**src/rtl/mips_pc_sig_gen.sv**
```systemverilog
// mips_pc_sig_gen: buffers retired PCs, serializes each as a framed bit stream and folds every PC into a MISR.
// Define MIPS_PC_SIG_PARITY_EN to append an odd-parity bit between the data bits and the stop bit.
module mips_pc_sig_gen #(
  parameter int          FIFO_DEPTH = 4,
  parameter int          BIT_CYCLES = 1,
  parameter logic [31:0] MISR_POLY  = 32'h04C11DB7
) (
  input  logic                        sys_clk,
  input  logic                        sys_reset_n,
  input  logic                        pc_valid,
  input  logic [31:0]                 pc,
  output logic                        pc_ready,
  output logic                        mips_cpu_pc_sig,
  output logic [31:0]                 misr_value,
  output logic [$clog2(FIFO_DEPTH):0] fifo_count,
  output logic                        busy
);
  localparam int AW = $clog2(FIFO_DEPTH);
  localparam int TW = $clog2(BIT_CYCLES) + 1;
  localparam logic [TW-1:0] T_LOAD = TW'(BIT_CYCLES - 1);
  localparam logic [AW:0] FULL = (AW+1)'(FIFO_DEPTH);
`ifdef MIPS_PC_SIG_PARITY_EN
  typedef enum logic [2:0] {IDLE, START, DATA, PARITY, STOP} state_t;
`else
  typedef enum logic [1:0] {IDLE, START, DATA, STOP} state_t;
`endif
  state_t        state_q, state_d;
  logic [31:0]   mem_q [FIFO_DEPTH];
  logic [AW-1:0] wr_q, rd_q;
  logic [AW:0]   cnt_q, cnt_d;
  logic [31:0]   misr_q, misr_d, shift_q, shift_d;
  logic [4:0]    idx_q, idx_d;
  logic [TW-1:0] tmr_q, tmr_d;
  logic          sig_q, sig_d, busy_q, par_q, par_d;
  logic          push, pop, tick;
  assign pc_ready        = cnt_q != FULL;
  assign push            = pc_valid && pc_ready;
  assign pop             = state_q == IDLE && cnt_q != '0;
  assign tick            = tmr_q == '0;
  assign cnt_d           = cnt_q + (AW+1)'(push) - (AW+1)'(pop);
  assign misr_d          = push ? {misr_q[30:0], 1'b0} ^ (misr_q[31] ? MISR_POLY : 32'h0) ^ pc : misr_q;
  assign mips_cpu_pc_sig = sig_q;
  assign busy            = busy_q;
  assign misr_value      = misr_q;
  assign fifo_count      = cnt_q;
  // sig_d encodes the current state's line level; registering it gives the two-cycle push-to-START latency
  always_comb begin
    state_d = state_q;
    shift_d = shift_q;
    idx_d   = idx_q;
    par_d   = par_q;
    tmr_d   = tick ? T_LOAD : tmr_q - 1'b1;
    sig_d   = 1'b0;
    case (state_q)
      IDLE: begin
        tmr_d = T_LOAD;
        if (pop) begin
          state_d = START;
          shift_d = mem_q[rd_q];
          par_d   = ~^mem_q[rd_q];
          idx_d   = 5'd31;
        end
      end
      START: begin
        sig_d = 1'b1;
        if (tick) state_d = DATA;
      end
      DATA: begin
        sig_d = shift_q[31];
        if (tick) begin
          shift_d = {shift_q[30:0], 1'b0};
          idx_d   = idx_q - 5'd1;
`ifdef MIPS_PC_SIG_PARITY_EN
          if (idx_q == 5'd0) state_d = PARITY;
`else
          if (idx_q == 5'd0) state_d = STOP;
`endif
        end
      end
`ifdef MIPS_PC_SIG_PARITY_EN
      PARITY: begin
        sig_d = par_q;
        if (tick) state_d = STOP;
      end
`endif
      STOP: if (tick) state_d = IDLE;
      default: state_d = IDLE;
    endcase
  end
  always_ff @(posedge sys_clk or negedge sys_reset_n) begin
    if (!sys_reset_n) begin
      state_q <= IDLE;
      wr_q    <= '0;
      rd_q    <= '0;
      cnt_q   <= '0;
      misr_q  <= '0;
      shift_q <= '0;
      idx_q   <= '0;
      tmr_q   <= '0;
      sig_q   <= 1'b0;
      busy_q  <= 1'b0;
      par_q   <= 1'b0;
    end else begin
      state_q <= state_d;
      wr_q    <= wr_q + AW'(push);
      rd_q    <= rd_q + AW'(pop);
      cnt_q   <= cnt_d;
      misr_q  <= misr_d;
      shift_q <= shift_d;
      idx_q   <= idx_d;
      tmr_q   <= tmr_d;
      sig_q   <= sig_d;
      busy_q  <= state_d != IDLE;
      par_q   <= par_d;
    end
  end
  always_ff @(posedge sys_clk) begin
    if (push) mem_q[wr_q] <= pc;
  end
endmodule

```
**config.mk**
```make
export PLATFORM = sky130hd
export DESIGN_NAME = mips_pc_sig_gen
export DESIGN_NICKNAME = d
export VERILOG_FILES = /design/src/rtl/mips_pc_sig_gen.sv
export SDC_FILE = /design/constraint.sdc
export NUM_CORES = 1
export LEC_CHECK = 0
export BUFFER_PORTS_ARGS = -buffer_cell sky130_fd_sc_hd__buf_2
export CAP_MARGIN = 0
export CORE_ASPECT_RATIO = 1.75
export CORE_MARGIN = 5
export CORE_UTILIZATION = 52
export DETAILED_ROUTE_END_ITERATION = 6
export PLACE_DENSITY = 0.74
export SETUP_SLACK_MARGIN = 0.15
export SYNTH_ARGS = -nofsm -noshare
export SYNTH_HDL_FRONTEND = slang
export SYNTH_SLANG_ARGS = --single-unit
```
**constraint.sdc**
```tcl
create_clock -name sys_clk -period 3.4 [get_ports sys_clk]
set_input_delay 0.34 -clock sys_clk [delete_from_list [all_inputs] [get_ports sys_clk]]
set_output_delay 0.34 -clock sys_clk [all_outputs]
set_load 0.02 [all_outputs]
```
======== Yosys cells after proc, flatten, opt, wreduce, memory -nomap -nowiden ========
Memory sizes are Yosys's and may differ from the RTL's.
Index checks and enable logic that the tools add are counted.
word-level totals
  bits in registers ....................... 81
  latch bits .............................. 0
  memory bits (writable) .................. 128
  ROM bits ................................ 0
  input port bits ......................... 35
  output and inout port bits .............. 38
  memories kept ........................... 1
cells by class
  add/subtract/negate cells ............... 6
  $mul .................................... 0
  div/mod/pow operators ................... 0
  $lt $le $gt $ge ......................... 0
  eq/ne operators ......................... 6
  shift-type cells ........................ 0
  muxes and demuxes ....................... 18
  bitwise logic cells ..................... 2
  reduce and logical (&&, ||, !) cells .... 8
memory list
  name   depth  width  rd ports  clocked after memory_dff  wr ports  RTL line  text
  mem_q  4      32     1         0                         1         28        logic [31:0] mem_q [FIFO_DEPTH];
operators with widths
  cell                 count
  $mux 32              2
  $pmux 32 s2          1
  $xor 32x27->32       1
  $xor 32x32->32       1
  $mux 27              1
  $mux 2               5
  $mux 5               2
  $pmux 5 s2           1
  $pmux 2 s4           1
  $logic_not 5->1      1
  $sub 5x1->5 const B  1
  $add 2x1->2          2
  $eq 2x2->1 const B   2
  $mux 1               4
  $ne 2x2->1 const B   2
  $reduce_bool 2->1    2
  $add 3x1->3          1
  $ne 3x3->1 const B   1
  $reduce_and 3->1     1
  $reduce_bool 3->1    1
  $sub 3x1->3          1
  $eq 2x1->1 const B   1
  $logic_and 1x1->1    2
  $logic_not 2->1      1
  2 further kinds      2

======== Longest topological paths before layout ========
Gate-level depths: netlist (run 1).
  depth after elaboration ................. 5
  mapped depth ............................ 10
  mapped depth without buffers ............ 10

======== Worst setup path after synthesis (run 1) ========
No wires, ideal clock.
  path kind ............................... register -> register
  from .................................... register cnt_q[1], in the netlist fifo_count[1]
  to ...................................... memory mem_q[1][0], enable pin
  arrival time ............................ 3.291 ns
  setup slack ............................. -0.359 ns
  stages on the path, launching flop included .. 4
  path buffers ............................ 0
  cell sequence ........................... dfrtp_1 > or3b_4 > nand2_4 > nor3b_1
on the way
  cells in the longest elaborated chain, start to end .. 4
ends and longest elaborated chain
  element                       RTL line  text
  start, declared               30        logic [AW:0] cnt_q, cnt_d;
  start signal, assigned        107       cnt_q <= cnt_d;
  $ne 3x3->1                    36        assign pc_ready = cnt_q != FULL;
  $logic_and 1x1->1             37        assign push = pc_valid && pc_ready;
  $mux 1                        118       if (push) mem_q[wr_q] <= pc;
  $mux 1 (implied by the code)  118
  end, declared                 28
No other way between the ends.

======== Final worst setup path (run 1) ========
  from .................................... register cnt_q[1], in the netlist fifo_count[1]
  to ...................................... memory mem_q[3][5], enable pin
The elaborated chain is that of the path after synthesis.

==> impl_metrics.tcl, run 1 <==
set metrics [dict create \
    placement.io_buffers 72 \
    hold_class "input port to async pin" \
    die_footprint_mm2 0.01940 \
    drt_pre_antenna_iters 5 \
    failing_checks "negative hold slack" \
    path_cells "or3b_4, nand2_4, inv_4, and3_1, buf_12" \
    cap_viol_max_count 0 \
    cts.path.max_buffers 3 \
    drc_errors 0 \
    cpPeakStageDelay_ns 0.53 \
    antenna_found_initial 2 \
    ys.flop_type "sky130_fd_sc_hd__edfxtp_1" \
    critPathMaxFanout 34 \
    post_drt_via_cell_ratio 5.713 \
    coreArea_mm2 0.01637 \
    setup_viol 0 \
    synth_area_mm2 0.008645 \
    worst_skew_pair.late_latency_ns 0.48 \
    buffers_inserted_by_post_cts_timing_repair 0 \
    p_switching_mw 3.511 \
    fill_cells 1221 \
    comb_power_share_pct 37.7 \
    synth_area_leaders "sky130_fd_sc_hd__edfxtp_1 44%, sky130_fd_sc_hd__dfrtp_1 23%, sky130_fd_sc_hd__mux2i_1 7.2%" \
    design.final.nets 673 \
    avgSynthCellArea_um2 15.60 \
    netlist_cell_types 44 \
    detailroute.via_count 4942 \
    netSwitchingFraction_pct 34.66 \
    grt_setup_unrepaired "no" \
    worst-path-buf-inv 2 \
    place.gp.congestion 0.7864 \
    die-width_um 107.5 \
    timing.slew.headroom_pct 37.38 \
    critPathKind "register to register" \
    area.growth.synth_to_final_pct 15.05 \
    clock_buffer_count_from_cts 18 \
    synth_commonest_cells "128 x sky130_fd_sc_hd__edfxtp_1, 80 x sky130_fd_sc_hd__dfrtp_1, 62 x sky130_fd_sc_hd__mux2i_1, 47 x sky130_fd_sc_hd__xnor2_1, 40 x sky130_fd_sc_hd__a21oi_1" \
    postRouteAntennaNets 0 \
    timing.final.crit_share_pct 75.98 \
    power.ir.vdd_worst_v 0.0007118 \
    fmax_ghz 0.3871 \
    total_grt_overflow 0 \
    synthArstFlopShare_pct 38.46 \
    post-synth-top-count-cell "sky130_fd_sc_hd__edfxtp_1" \
    maxSlewViolCount 0 \
    path_clk_slew_ns 0.07 \
    cell_type_group_with_the_largest_total_delay_on_the_critical_path "simple AND/OR/NAND/NOR gates" \
    postSynthNetCount 599 \
    wire_length_of_the_first_global_routing_pass_um 28740 \
    critical_path.endpoint_type "register" \
    floorplan.rows 62 \
    synthDominantAreaCellType "sky130_fd_sc_hd__edfxtp_1" \
    tritoncts "built" \
    clock-sinks 208 \
    number_of_top_level_design_ports 73 \
    drt-wirelength-per-cell_um 20.49 \
    hold_buffers 0 \
    hpwl_um 11250 \
    timing.critical_path.from_type "register" \
    pwr-share-clk_pct 21.7 \
    timing_hold_violations_final 1 \
    standard_cell_with_the_maximum_stage_delay_on_the_critical_path "sky130_fd_sc_hd__dfrtp_1" \
    track_usage_pct 18.91 \
    synth_sequential_area_ratio_pct 67.62 \
    result_of_the_run "complete, but fails checks" \
    critical_path_arrival_ns 2.76 \
    tightestPinTransition_ns 0.9393 \
    grt_pass1_vias 5564 \
    starting_density_pct 52.81 \
    synth_instances 554 \
    p_int_mw 6.620 \
    cellLeakagePower_nw 3.845 \
    hold-worst-slack_ns -0.003297 \
    share_seq_of_total_power_pct 40.6 \
    synth-seq-cells 208 \
    timing.critical_path.required_ns 3.58 \
    cts_root_buffer "sky130_fd_sc_hd__clkbuf_16" \
    final_period_minus_worst_setup_slack_ns 2.583 \
    synth-edff-count 128 \
    fin_worst_skew_ns 0.006619 \
    cellPowerDensity_mw_per_mm2 1019 \
    wl_um 17730 \
    cts_htree_levels 1 \
    grt_max_degree 70 \
    ctsResizeCount 0 \
    first_iter_violations 222 \
    timing.setup.tns_ns 0 \
    yosysWarningCount 0 \
    layout-drive-gt1-share_pct 26.56 \
    die_h_um 180.6 \
    synth.top_cell.area_share_pct 44.46 \
]
layer usage:
layer | wire, µm | part of all wire [%] | GRT usage [%] | up-vias
li1 | - | - | - | 2215
met1 | 6202 | 35 | 20.91 | 2510
met4 | 818 | 4.6 | 9.252 | 2
met3 | 947 | 5.3 | 3.191 | 54
met5 | 13 | 0.073 | 0 | -
met2 | 9746 | 55 | 34.44 | 161
final cells by class:
cell class / instances / area, µm² / area share (%)
flip-flops and latches: 208 / 5849 / 58.81
multi-input cells: 305 / 2616 / 26.31
clock buffers: 24 / 524.3 / 5.271
repair buffers: 85 / 510.5 / 5.133
well taps: 224 / 280.3 / 2.818
clock inverters: 8 / 122.6 / 1.233
inverters: 10 / 40.04 / 0.4026
diodes: 1 / 2.502 / 0.02516
layout by cell type (no fill, tap or decap), types with 3 or more instances in the layout:
cell type | Yosys | final
sky130_fd_sc_hd__a21oi_1 | 40 | 40
sky130_fd_sc_hd__buf_12 | 0 | 4
sky130_fd_sc_hd__buf_2 | 9 | 71
sky130_fd_sc_hd__buf_4 | 1 | 10
sky130_fd_sc_hd__bufinv_16 | 0 | 3
sky130_fd_sc_hd__clkbuf_16 | 0 | 19
sky130_fd_sc_hd__clkbuf_8 | 0 | 3
sky130_fd_sc_hd__clkinvlp_4 | 0 | 3
sky130_fd_sc_hd__dfrtp_1 | 80 | 79
sky130_fd_sc_hd__edfxtp_1 | 128 | 128
sky130_fd_sc_hd__ha_1 | 9 | 9
sky130_fd_sc_hd__inv_1 | 9 | 9
sky130_fd_sc_hd__mux2_2 | 37 | 37
sky130_fd_sc_hd__mux2_4 | 7 | 7
sky130_fd_sc_hd__mux2i_1 | 62 | 62
sky130_fd_sc_hd__nand2_1 | 33 | 33
sky130_fd_sc_hd__nand3_1 | 3 | 3
sky130_fd_sc_hd__o221ai_1 | 31 | 31
sky130_fd_sc_hd__or4_1 | 3 | 3
sky130_fd_sc_hd__xnor2_1 | 47 | 47
power by group through the flow:
stage / registers, mW / logic, mW / clock network (mW)
CTS: 4.11 / 3.86 / 2.24
finish: 4.11 / 3.82 / 2.20
global route: 4.20 / 4.13 / 2.35
detailed placement: 4.15 / 3.83 / 0
global placement: 4.11 / 3.70 / 0
floorplan: 4.21 / 2.66 / 0
per-stage QoR:
step	util [%]	setup slack (ns)	std cells	power (mW)	area, µm²
after detailed placement	56.80	0.8255	832	7.988	9296
after global placement	56.80	0.8800	832	7.809	9296
after CTS	60.75	0.8188	864	10.21	9943
after floorplan	-	0.7594	554	6.871	8660
after global routing	60.76	0.6865	865	10.68	9946
final	60.76	0.8166	865	10.13	9946
sequential cells by signal, summed over array words and instances (netlist names):
signal           cells
fifo_count           3
busy                 1
state_q              2
shift_q             32
wr_q                 2
idx_q                5
rd_q                 2
misr_value          32
mem_q              128
mips_cpu_pc_sig      1
worst paths after layout:
| path | from | endpoint | slack [ns] | depth (start not counted) |
|---|---|---|---|---|
| worst max register to register | fifo_count[1] | mem_q[3][5] | 0.82 | 5 |
| worst max-delay path | fifo_count[1] | mem_q[3][5] | 0.82 | 5 |
| max in group asynchronous | sys_reset_n | shift_q[18] | 2.65 | 2 |
| min in group sys_clk | pc[8] | mem_q[3][8] | 0.10 | 1 |
| worst min-delay path | sys_reset_n | shift_q[23] | -0.003 | 1 |
| worst min register to register | shift_q[23] | shift_q[23] | 0.51 | 1 |
logic make-up (layout without fill, tap and decap cells):
group,Yosys count,after routing,synth area share (%)
DFF,208,208,67.62
muxes,107,107,13.48
AOI/OAI and AO/OA,80,80,6.253
and+or+nand+nor,59,59,3.648
xor gates and xnor gates,49,49,4.965
buffers and inverters,41,127,2.504
adders and majority gates,10,10,1.534
other,0,1,0
Note: power is estimated with default switching activity, not from simulation.
==> inputs of run 2 (changes only) <==
--- a/config.mk
+++ b/config.mk
@@ -11,7 +11,7 @@
 export CORE_MARGIN = 5
 export CORE_UTILIZATION = 52
 export DETAILED_ROUTE_END_ITERATION = 6
-export PLACE_DENSITY = 0.74
+export PLACE_DENSITY = 0.71
 export SETUP_SLACK_MARGIN = 0.15
 export SYNTH_ARGS = -nofsm -noshare
 export SYNTH_HDL_FRONTEND = slang
==> constraint.sdc (replaced) <==
create_clock -name sys_clk -period 2.67 [get_ports sys_clk]
set_input_delay 0.267 -clock sys_clk [delete_from_list [all_inputs] [get_ports sys_clk]]
set_output_delay 0.267 -clock sys_clk [all_outputs]
set_load 0.02 [all_outputs]
==> impl_metrics.tcl, run 2 (synthesis results as in run 1) <==
set metrics [dict create \
    fin_ws_ns 0.2742 \
    fmax_ghz 0.4174 \
    fill_cells 1227 \
    clock-sinks 208 \
    result_of_the_run "finished, final reports clean" \
    placement.io_buffers 72 \
    die_h_um 180.6 \
    cap_viol_max_count 0 \
    cellPowerDensity_mw_per_mm2 1293 \
    timing.setup.tns_ns 0 \
    hold_class "input port to register" \
    starting_density_pct 52.81 \
    drt_pre_antenna_iters 5 \
    wl_um 17970 \
    regArea_mm2 0.005849 \
    cts.path.max_buffers 3 \
    pwr-share-clk_pct 21.9 \
    layout-drive-gt1-share_pct 27.83 \
    worst_skew_pair.late_latency_ns 0.49 \
    postRouteAntennaNets 0 \
    drt-wirelength-per-cell_um 20.45 \
    cellLeakagePower_nw 3.925 \
    timing.final.crit_share_pct 89.73 \
    p_switching_mw 4.458 \
    critical_path.endpoint_type "register" \
    p_int_mw 8.537 \
    finalNonFillerCells 879 \
    fin_worst_skew_ns 0.008967 \
    path_clk_slew_ns 0.07 \
    area.growth.synth_to_final_pct 16.30 \
    dpl_worst_slack_ns 0.2632 \
    antenna_found_initial 1 \
    coreArea_mm2 0.01637 \
    power.ir.vdd_worst_v 0.0008501 \
    timing.critical_path.required_ns 3.03 \
    grt_setup_unrepaired "no" \
    floorplan.rows 62 \
    final_cell_mix "128 x sky130_fd_sc_hd__edfxtp_1, 79 x sky130_fd_sc_hd__dfrtp_1, 71 x sky130_fd_sc_hd__buf_2" \
    cts_htree_levels 1 \
    hpwl_um 11680 \
    detailroute.via_count 4914 \
    tritoncts "built" \
    die_footprint_mm2 0.01940 \
    ctsResizeCount 0 \
    depth_of_the_worst_register_to_register_path 9 \
    tightestPinTransition_ns 0.6204 \
    critPathMaxFanout 7 \
    multiInputGateArea_mm2 0.002616 \
    grt_pass1_vias 5324 \
    hold_buffers 1 \
    cts_root_buffer "sky130_fd_sc_hd__clkbuf_16" \
    place.gp.congestion 0.7499 \
    largest_register "mem_q" \
    grt_max_degree 43 \
    comb_power_share_pct 37.7 \
    first_iter_violations 272 \
    timing_hold_violations_final 0 \
    worstHoldPathCells 1 \
    critical_path_arrival_ns 2.76 \
    design.final.nets 686 \
    setup_viol 0 \
    final_period_minus_worst_setup_slack_ns 2.396 \
    post_drt_via_cell_ratio 5.590 \
    layout.cells.most_common "sky130_fd_sc_hd__edfxtp_1" \
    critPathKind "register to register" \
    timing.slew.headroom_pct 58.64 \
    die-width_um 107.5 \
    clock_buffer_count_from_cts 19 \
    total_grt_overflow 0 \
    track_usage_pct 18.89 \
    wire_length_of_the_first_global_routing_pass_um 28630 \
    drc_errors 0 \
    timing.critical_path.from_type "register" \
    share_seq_of_total_power_pct 40.3 \
    netSwitchingFraction_pct 34.30 \
    number_of_top_level_design_ports 73 \
    buffers_inserted_by_post_cts_timing_repair 0 \
    p_total_mw 12.99 \
    number_of_cells_in_the_design_after_placement 843 \
    hold-worst-slack_ns 0.02343 \
    maxSlewViolCount 0 \
    largest_register_ffs 128 \
]
run 2: cell count changes in the layout (fill, tap and decap cells not counted):
cell	change
sky130_fd_sc_hd__clkinvlp_4	-2
sky130_fd_sc_hd__inv_6	+3
sky130_fd_sc_hd__clkbuf_1	+1
sky130_fd_sc_hd__buf_4	+11
sky130_fd_sc_hd__dlygate4sd3_1	+1
run 2: critical path: stages, from the launching register on:
cell,delay [ns]
sky130_fd_sc_hd__dfrtp_1,0.49
sky130_fd_sc_hd__or3_1,0.45
sky130_fd_sc_hd__and2_1,0.20
sky130_fd_sc_hd__ha_1,0.27
sky130_fd_sc_hd__inv_1,0.06
sky130_fd_sc_hd__ha_1,0.12
sky130_fd_sc_hd__inv_1,0.05
sky130_fd_sc_hd__fa_1,0.37
sky130_fd_sc_hd__xnor2_1,0.15
sky130_fd_sc_hd__xnor2_1,0.13
run 2: final cells by class:
class | instances | area share (%)
diodes | 1 | 0.02489
inverters | 10 | 0.3983
well taps | 224 | 2.788
clock inverters | 9 | 1.332
repair buffers | 97 | 5.999
clock buffers | 25 | 5.252
multi-input cells | 305 | 26.02
flip-flops and latches | 208 | 58.18
run 2: power by group through the flow:
| stage | Sequential [mW] | Combinational [mW] | Clock [mW] |
|---|---|---|---|
| floorplan | 5.37 | 3.40 | 0 |
| global placement | 5.24 | 4.82 | 0 |
| detailed placement | 5.31 | 4.93 | 0 |
| CTS | 5.25 | 4.98 | 2.91 |
| global route | 5.35 | 5.32 | 3.06 |
| finish | 5.24 | 4.91 | 2.85 |
run 2: path summary, 6_finish.rpt:
| check | start | to | slack, ns |
|---|---|---|---|
| max | fifo_count[1] | fifo_count[2] | 0.27 |
| min | pc[5] | mem_q[0][5] | 0.02 |
| max reg2reg | fifo_count[1] | fifo_count[2] | 0.27 |
| min reg2reg | shift_q[24] | shift_q[24] | 0.51 |
| max in group asynchronous | sys_reset_n | misr_value[7] | 1.67 |
| min in group asynchronous | sys_reset_n | misr_value[25] | 0.33 |
run 2: stage by stage:
step           util (%)  instance area, µm²
2_1_floorplan         -                8678
3_3_place_gp      57.30                9379
3_5_place_dp      57.30                9379
4_1_cts           61.41               10050
5_1_grt           61.42               10050
6_report          61.42               10050
run 2: metal layers:
layer,vias up,part of all wire (%),GRT usage [%]
met5,-,0,0
met4,0,1.8,5.157
met3,20,4.6,3.012
met2,121,56,35.42
met1,2526,38,21.99
li1,2247,-,-
==> inputs of run 3 (changes only) <==
--- a/config.mk
+++ b/config.mk
@@ -5,13 +5,13 @@
 export SDC_FILE = /design/constraint.sdc
 export NUM_CORES = 1
 export LEC_CHECK = 0
-export BUFFER_PORTS_ARGS = -buffer_cell sky130_fd_sc_hd__buf_2
 export CAP_MARGIN = 0
 export CORE_ASPECT_RATIO = 1.75
 export CORE_MARGIN = 5
 export CORE_UTILIZATION = 52
 export DETAILED_ROUTE_END_ITERATION = 6
-export PLACE_DENSITY = 0.71
+export DONT_BUFFER_PORTS = 1
+export PLACE_DENSITY = 0.67
 export SETUP_SLACK_MARGIN = 0.15
 export SYNTH_ARGS = -nofsm -noshare
 export SYNTH_HDL_FRONTEND = slang
==> impl_metrics.tcl, run 3 (synthesis results as in run 1) <==
set metrics [dict create \
    result_of_the_run "finished, final reports clean" \
    cap_viol_max_count 0 \
    cellLeakagePower_nw 3.756 \
    place.gp.congestion 0.7478 \
    worst_reg_to_reg_setup_slack_ns 0.23 \
    drt_pre_antenna_iters 4 \
    cts_root_buffer "sky130_fd_sc_hd__clkbuf_16" \
    timing.critical_path.required_ns 3.03 \
    grt_setup_unrepaired "no" \
    fill_cells 1202 \
    hold-worst-slack_ns 0.02041 \
    fin_ws_ns 0.2327 \
    p_int_mw 8.214 \
    coreArea_mm2 0.01637 \
    die_footprint_mm2 0.01940 \
    critPathMaxFanout 7 \
    timing.final.crit_share_pct 91.29 \
    hold_path_end "misr_value[3]" \
    total_grt_overflow 0 \
    standard_cell_with_the_maximum_stage_delay_on_the_critical_path "sky130_fd_sc_hd__dfrtp_2" \
    route.top_layer_used "met4" \
    starting_density_pct 52.81 \
    die-width_um 107.5 \
    worstHoldPathCells 2 \
    area.growth.synth_to_final_pct 15.26 \
    cts_htree_levels 1 \
    cellPowerDensity_mw_per_mm2 1267 \
    num_antenna_cells 0 \
    critPathKind "register to register" \
    design.final.nets 645 \
    critical_path.endpoint_type "register" \
    floorplan.rows 62 \
    pwr-share-clk_pct 21.0 \
    largest_register "mem_q" \
    hold_start "pc_valid" \
    comb_power_share_pct 34.7 \
    grt_pass1_vias 5335 \
    postLayoutCellArea_mm2 0.009963 \
    power.ir.vdd_worst_v 0.0006303 \
    die_h_um 180.6 \
    clock_buffer_count_from_cts 19 \
    cpPeakStageDelay_ns 0.48 \
    tritoncts "built" \
    routedLengthMet1_um 6578 \
    final_period_minus_worst_setup_slack_ns 2.437 \
    postRouteAntennaNets 0 \
    detailroute.wirelength.met2_um 10020 \
    critical_path_arrival_ns 2.80 \
    drc_errors 0 \
    track_usage_pct 19.48 \
    cts.path.max_buffers 3 \
    timing.setup.tns_ns 0 \
    worst_skew_pair.late_latency_ns 0.48 \
    hpwl_um 11300 \
    timing.critical_path.from_type "register" \
    grt_max_degree 81 \
    detailroute.via_count 4801 \
    share_seq_of_total_power_pct 44.3 \
    wire_length_of_the_first_global_routing_pass_um 29350 \
    multiInputGateArea_mm2 0.002624 \
    dpl_worst_slack_ns 0.2034 \
    maxSlewViolCount 0 \
    depth_of_the_worst_register_to_register_path 9 \
    number_of_top_level_design_ports 73 \
    post_drt_via_cell_ratio 5.736 \
    setup_viol 0 \
    regArea_mm2 0.005851 \
    buffers_inserted_by_post_cts_timing_repair 0 \
    fmax_ghz 0.4103 \
    drt-wirelength-per-cell_um 21.84 \
    timing_hold_violations_final 0 \
    fin_worst_skew_ns 0.006628 \
    clock-sinks 208 \
    timing.rr.end "fifo_count[2]" \
    netSwitchingFraction_pct 34.92 \
    hold_class "input port to register" \
    route.met3.wl_um 1129 \
    dpl-instance-area_mm2 0.008981 \
    layout-drive-gt1-share_pct 17.29 \
    largest_register_ffs 128 \
    tightestPinTransition_ns 1.045 \
    path_cells "or3_1, and2_1, ha_1, inv_1, ha_1, inv_1, fa_1, xnor2_2, xnor2_1" \
    layout.cells.most_common "sky130_fd_sc_hd__edfxtp_1" \
    final_cell_mix "128 x sky130_fd_sc_hd__edfxtp_1, 78 x sky130_fd_sc_hd__dfrtp_1, 62 x sky130_fd_sc_hd__mux2i_1" \
    p_switching_mw 4.407 \
    wl_um 18280 \
    placement.io_buffers 0 \
    timing.slew.headroom_pct 30.13 \
    antenna_found_initial 0 \
    path_clk_slew_ns 0.07 \
    first_iter_violations 230 \
    r2r_start "fifo_count[1]" \
]
run 3: changes by cell type in the layout (fill, tap and decap cells not counted), moves of 2 or more:
cell	delta
sky130_fd_sc_hd__bufinv_16	-2
sky130_fd_sc_hd__buf_2	-71
sky130_fd_sc_hd__clkbuf_1	+4
sky130_fd_sc_hd__inv_6	-2
sky130_fd_sc_hd__dlygate4sd3_1	+33
sky130_fd_sc_hd__buf_4	-3
run 3: area by class of cell:
type | count | share of cell area [%]
flip-flops and latches | 208 | 58.72
multi-input cells | 305 | 26.33
well taps | 224 | 2.813
inverters | 10 | 0.4019
repair buffers | 56 | 5.651
clock buffers | 30 | 5.588
clock inverters | 4 | 0.4898
run 3: worst max path at each step:
stage,startpoint,end,slack (ns),depth (start not counted)
final,fifo_count[1],fifo_count[2],0.23,9
after global routing,fifo_count[1],fifo_count[2],0.16,9
after CTS,fifo_count[1],fifo_count[2],0.19,9
after detailed placement,fifo_count[1],fifo_count[2],0.20,9
after global placement,fifo_count[1],fifo_count[2],0.32,9
after floorplan,fifo_count[1],mem_q[3][0],0.25,5
run 3: critical path: cells and delay by family, from the launching register on:
family,cells,cell delay [ns]
adders and majority gates,3,0.83
DFF,1,0.48
and+or+nand+nor,2,0.63
buffers and inverters,2,0.11
xor gates and xnor gates,2,0.28
run 3: what timing repair did:
item / in CTS / in global routing
gates resized for setup: 0 / 2
endpoints found under the hold margin: 227 / 0
hold buffers: 35 / 0
endpoints found under the setup margin: 0 / 1
run 3: power by group through the flow:
stage	Clock, mW	Sequential, mW	Combinational [mW]
CTS	2.71	5.61	4.43
detailed placement	0	5.67	4.31
floorplan	0	5.37	3.40
finish	2.64	5.59	4.38
global route	2.83	5.73	4.78
global placement	0	5.62	4.17
run 3: through the flow:
stage | std cells | power, mW | util [%]
CTS | 837 | 12.74 | 60.82
floorplan | 554 | 8.773 | -
global route | 837 | 13.34 | 60.87
finish | 837 | 12.62 | 60.87
global placement | 768 | 9.785 | 54.87
detailed placement | 768 | 9.972 | 54.87
run 3: per-layer routing:
layer | vias up | track usage, %
li1 | 2166 | -
met5 | - | 0
met2 | 140 | 35.97
met1 | 2457 | 22.27
met3 | 38 | 3.872
met4 | 0 | 6.218
